`config.mk`:
```
export PLATFORM = sky130hd
export DESIGN_NAME = bus_reg_slave
export DESIGN_NICKNAME = d
export VERILOG_FILES = /design/src/rtl/bus_reg_slave.sv
export SDC_FILE = /design/constraint.sdc
export NUM_CORES = 1
export LEC_CHECK = 0
export ABC_CLOCK_PERIOD_IN_PS = 2650
export BUFFER_PORTS_ARGS = -buffer_cell sky130_fd_sc_hd__buf_4
export CAP_MARGIN = 40
export CORE_ASPECT_RATIO = 1.1
export CORE_UTILIZATION = 55
export DETAILED_ROUTE_END_ITERATION = 16
export PLACE_DENSITY = 0.76
export SETUP_SLACK_MARGIN = 0.4
export SYNTH_ARGS = -nofsm -noshare
export SYNTH_HDL_FRONTEND = slang
export SYNTH_SLANG_ARGS = --single-unit
```
`constraint.sdc`:
```
create_clock -name clk -period 2.65 [get_ports clk]
set_input_delay 0.265 -clock clk [delete_from_list [all_inputs] [get_ports clk]]
set_output_delay 0.265 -clock clk [all_outputs]
set_load 0.02 [all_outputs]
```
`src/rtl/bus_reg_slave.sv`:
```
// Word-register slave behind a cs_/as_/rdy_ handshake: six scratch registers, a cycle counter and an ID.
// Optional wait states are compiled in with `define BUS_REG_SLAVE_WAIT_EN.
module bus_reg_slave #(
  parameter int unsigned WAIT     = 2,
  parameter logic [31:0] SLAVE_ID = 32'h0000_0000
) (
  input  logic        clk,
  input  logic        reset,
  input  logic        cs_,
  input  logic        as_,
  input  logic        rw,
  input  logic [2:0]  addr,
  input  logic [31:0] wr_data,
  output logic [31:0] rd_data,
  output logic        rdy_
);
  localparam int unsigned DW   = 32;
  localparam int unsigned AW   = 3;
  localparam int unsigned NSCR = 6;
  localparam logic [AW-1:0] CNT_ADDR = AW'(6);
  localparam logic [AW-1:0] ID_ADDR  = AW'(7);

  if (WAIT > 15) begin : g_wait_range
    $error("bus_reg_slave: WAIT must be in 0..15");
  end

  typedef enum logic [1:0] {ST_IDLE, ST_WAIT, ST_ACK} state_t;

  state_t        state, state_nxt;
  logic [AW-1:0] lat_addr;
  logic          lat_rw;
  logic [DW-1:0] lat_data;
  logic [DW-1:0] scratch [NSCR];
  logic [DW-1:0] cyc_cnt;
  logic          req_c;
  logic          commit_c;
  logic          acc_rw_c;
  logic [AW-1:0] acc_addr_c;
  logic [DW-1:0] acc_data_c;
  logic [DW-1:0] rd_mux_c;

`ifdef BUS_REG_SLAVE_WAIT_EN
  localparam int unsigned CW = 4;
  logic [CW-1:0] wait_cnt, wait_nxt;
`endif

  // A request is only seen in IDLE; on that edge the live inputs stand in for the latch.
  assign req_c      = (state == ST_IDLE) && !cs_ && !as_;
  assign acc_addr_c = req_c ? addr    : lat_addr;
  assign acc_rw_c   = req_c ? rw      : lat_rw;
  assign acc_data_c = req_c ? wr_data : lat_data;
  assign commit_c   = (state_nxt == ST_ACK);

  always_comb begin
    state_nxt = state;
`ifdef BUS_REG_SLAVE_WAIT_EN
    wait_nxt  = wait_cnt;
`endif
    case (state)
      ST_IDLE: begin
        if (req_c) begin
`ifdef BUS_REG_SLAVE_WAIT_EN
          if (WAIT == 0) begin
            state_nxt = ST_ACK;
          end else begin
            state_nxt = ST_WAIT;
            wait_nxt  = CW'(WAIT - 1);
          end
`else
          state_nxt = ST_ACK;
`endif
        end
      end
`ifdef BUS_REG_SLAVE_WAIT_EN
      ST_WAIT: begin
        if (cs_) begin
          state_nxt = ST_IDLE;
          wait_nxt  = '0;
        end else if (wait_cnt == '0) begin
          state_nxt = ST_ACK;
        end else begin
          wait_nxt  = wait_cnt - CW'(1);
        end
      end
`endif
      ST_ACK:  state_nxt = ST_IDLE;
      default: state_nxt = ST_IDLE;
    endcase
  end

  // Register 6 reads the value it holds during the ACK cycle.
  always_comb begin
    rd_mux_c = '0;
    case (acc_addr_c)
      CNT_ADDR: rd_mux_c = cyc_cnt + DW'(1);
      ID_ADDR:  rd_mux_c = SLAVE_ID;
      default:  rd_mux_c = scratch[acc_addr_c];
    endcase
  end

  always_ff @(posedge clk or negedge reset) begin
    if (!reset) begin
      state    <= ST_IDLE;
      rdy_     <= 1'b1;
      rd_data  <= '0;
      lat_addr <= '0;
      lat_rw   <= 1'b0;
      lat_data <= '0;
    end else begin
      state   <= state_nxt;
      rdy_    <= !commit_c;
      rd_data <= (commit_c && acc_rw_c) ? rd_mux_c : '0;
      if (req_c) begin
        lat_addr <= addr;
        lat_rw   <= rw;
        lat_data <= wr_data;
      end
    end
  end

`ifdef BUS_REG_SLAVE_WAIT_EN
  always_ff @(posedge clk or negedge reset) begin
    if (!reset) wait_cnt <= '0;
    else        wait_cnt <= wait_nxt;
  end
`endif

  always_ff @(posedge clk or negedge reset) begin
    if (!reset) begin
      for (int i = 0; i < NSCR; i++) scratch[i] <= '0;
    end else if (commit_c && !acc_rw_c && (acc_addr_c < AW'(NSCR))) begin
      scratch[acc_addr_c] <= acc_data_c;
    end
  end

  // Free-running counter; a committed write takes priority over the increment.
  always_ff @(posedge clk or negedge reset) begin
    if (!reset)                                                cyc_cnt <= '0;
    else if (commit_c && !acc_rw_c && acc_addr_c == CNT_ADDR) cyc_cnt <= acc_data_c;
    else                                                       cyc_cnt <= cyc_cnt + DW'(1);
  end

endmodule

```
==> impl_metrics.env <==
export IMPL_synth_commonest_cells="dfrtp_1 (293), nor2_1 (143), a21oi_1 (136)"
export IMPL_clk_path_buf_depth=3
export IMPL_fp_dieH_um=159.5
export IMPL_io_buffers=72
export IMPL_layout_setup_ws_ns=0.3393
export IMPL_crit_required_ns=3.11
export IMPL_end_kind="register"
export IMPL_crit_end="scratch[170]"
export IMPL_r2r_end="scratch[170]"
export IMPL_place_congestion=0.8889
export IMPL_p_switching_mw=3.976
export IMPL_async_flop_share_pct=100.0
export IMPL_via_count=9698
export IMPL_diodes=0
export IMPL_ir_worst_vdd_uv=641.5
export IMPL_cts_tree="yes"
export IMPL_viasPerCell=6.054
export IMPL_die_w_um=145.2
export IMPL_comb_power_share_pct=20.9
export IMPL_finalCritPeriodShare_pct=87.20
export IMPL_arrival_ns=2.77
export IMPL_nNetsFinal=1326
export IMPL_num_fill_cells=1588
export IMPL_synth_most_common_cell="dfrtp_1"
export IMPL_drt_met1_wl_mm=13.71
export IMPL_seqPwrFrac_pct=47.8
export IMPL_clockPowerShare_pct=31.3
export IMPL_clk_pin_slew_ns=0.06
export IMPL_h_tree_depth=1
export IMPL_skew_ns=0.01098
export IMPL_wl_met2_mm=16.31
export IMPL_ys_seq_area_share_pct=59.31
export IMPL_core_area_um2=22110
export IMPL_ant_nets=0
export IMPL_dieArea_um2=23160
export IMPL_hold_class="in -> reg"
export IMPL_synth_top_area_cell="dfrtp_1"
export IMPL_grt_overflow=0
export IMPL_top_layer_used="met4"
export IMPL_r2r_start="state[1]"
export IMPL_post_route_util_pct=69.27
export IMPL_fin_hold_ws_ns=0.001609
export IMPL_p_int_mw=9.298
export IMPL_reg2reg_slack_ns=0.34
export IMPL_drt_wirelength_per_cell_um=20.98
export IMPL_area_growth_pct=23.45
export IMPL_grt_pass1_wl_mm=52.16
export IMPL_ys_dominant_reg_cell="dfrtp_1"
export IMPL_setup_viol=0
export IMPL_insertion_delay_ns=0.55
export IMPL_antenna_found_initial=0
export IMPL_drc=0
export IMPL_swShare_pct=29.95
export IMPL_synthTopCellsByArea="dfrtp_1 (59%), a21oi_1 (5.5%), mux2i_1 (5.2%), nor2_1 (4.3%), nand2_1 (2.4%)"
export IMPL_cp_startpoint="state[1]"
export IMPL_grt_pass1_vias=9828
export IMPL_pre_cts_slack_ns=-0.002411
export IMPL_syn_area_um2=12410
export IMPL_rsz0062_at_grt="true"
export IMPL_synth_seq_cells=294
export IMPL_startpoint_type="register"
export IMPL_synth_edf_count=0
export IMPL_num_rows=57
export IMPL_hpwl_mm=20.00
export IMPL_cp_max_fo=34
export IMPL_ys_types=57
export IMPL_fin_area_um2=15310
export IMPL_drt_pass1_iter_count=6
export IMPL_worstMarginPinSlew_ns=0.7263
export IMPL_cts_inserted_buffers=29
export IMPL_cellPowerDensity_nw_per_um2=866.8
export IMPL_place_area_um2=13850
export IMPL_yosys_warnings=0
export IMPL_wl_mm=33.60
export IMPL_synth_area_per_cell_um2=10.86
export IMPL_fmax_mhz=432.8
export IMPL_worst_setup_path_type="reg -> reg"
export IMPL_synth_top_area_share_pct=59.10
export IMPL_io_pins=73
export IMPL_cts_sinks=294
export IMPL_slew_violations=0
export IMPL_synth_cells=1142
export IMPL_maxSlewHeadroom_pct=51.58
export IMPL_grt_total_usage_pct=28.54
export IMPL_reg2reg_depth=8
export IMPL_initial_core_util_pct=56.11
export IMPL_clockRootBuffer="clkbuf_16"
export IMPL_status="complete, no violations"
export IMPL_drt_iter0_markers=828
export IMPL_power_static_leakage_nw=7.289
export IMPL_grt_start_max_net_pins=75
export IMPL_wl_met3_mm=2.370
export IMPL_drive_gt1_share_pct=22.65
export IMPL_maxCapViolations=0
export IMPL_synth_nets=1183
export IMPL_fin_crit_ns=2.311
export IMPL_final_hold_viol_count=0
registers in the layout, summed over array words and instances (netlist names):
signal / cells
rd_data: 32
cyc_cnt: 32
state: 2
lat_data: 32
scratch: 192
rdy_: 1
lat_addr: 3
how the worst min path moves through the flow:
stage	startpoint	end	slack (ns)	cells after the start
after floorplan	reset	cyc_cnt[0]	-0.03	0
after global placement	reset	scratch[177]	0.28	1
after detailed placement	reset	scratch[113]	0.28	1
after CTS	wr_data[30]	lat_data[30]	0.02	3
after global routing	wr_data[4]	lat_data[4]	0.007	3
final	wr_data[4]	lat_data[4]	0.002	3
cells in the final DEF, fill, tap and decap left out, types with 14 or more instances in the layout:
cell and n:
o221ai_1 30, nor2_1 140, buf_4 142, o32ai_1 14, o21ai_1 23, inv_1 35
o22ai_1 45, xor2_1 23, buf_12 19, dfrtp_1 292, a21oi_1 136, nand2_1 70
clkbuf_16 34, mux2i_1 62, o21ai_0 36
metal layers:
layer	global-route usage, %	up-vias
li1	-	4337
met3	4.183	93
met2	47.36	429
met5	0	-
met4	12.87	0
met1	37.45	4839
worst max-delay path: stages (launching register included):
cell and delay [ns]:
dfrtp_1 0.37, or4_4 0.55, buf_12 0.18, mux2_2 0.34, buf_4 0.17, nor2_4 0.14, buf_12 0.22, nor2_1 0.08
a21oi_1 0.15
power by group through the flow:
stage / logic (mW) / clock network [mW] / registers (mW)
global route: 3.07 / 4.38 / 6.44
global placement: 2.48 / 0 / 6.30
floorplan: 1.71 / 0 / 6.17
CTS: 2.68 / 4.20 / 6.29
detailed placement: 2.59 / 0 / 6.35
finish: 2.78 / 4.16 / 6.34
per-stage QoR:
| step | setup TNS (ns) | instances | power, mW |
|---|---|---|---|
| 5_1_grt | 0 | 1602 | 13.89 |
| 3_3_place_gp | 0 | 1526 | 8.779 |
| 3_5_place_dp | -0.002411 | 1526 | 8.944 |
| 2_1_floorplan | 0 | 1142 | 7.883 |
| 4_1_cts | 0 | 1591 | 13.17 |
| 6_report | 0 | 1602 | 13.27 |
kinds of logic (layout without fill, tap and decap cells):
logic type                 Yosys count  count (layout)  synth area share (%)
other                                1               1               0.03023
and+or+nand+nor                    300             300                 10.88
muxes                               77              77                 6.606
buffers and inverters              113             278                 4.720
xor gates and xnor gates            30              30                 2.118
DFF                                294             294                 59.31
AOI/OAI and AO/OA                  326             326                 16.23
adders and majority gates            1               1                0.1008
timing repair:
action                                  4_1_cts  5_1_grt
gates cloned                                  1        5
endpoints found under the setup margin      266      108
setup buffers                                 4        5
gates resized for setup                      16       30
hold buffers                                  7        1
pin swaps                                     2        3
endpoints found under the hold margin        74        1
cell type report:
class / count / area, um2 / area share, %
clock buffer: 47 / 883.3 / 5.768
clock inverter: 6 / 83.83 / 0.5474
inverter: 38 / 152.6 / 0.9967
multi-input combinational: 735 / 4644 / 30.33
sequential: 294 / 7360 / 48.06
tap: 295 / 369.1 / 2.410
timing repair buffer: 187 / 1822 / 11.90
Power figures use the tool's default switching activity.
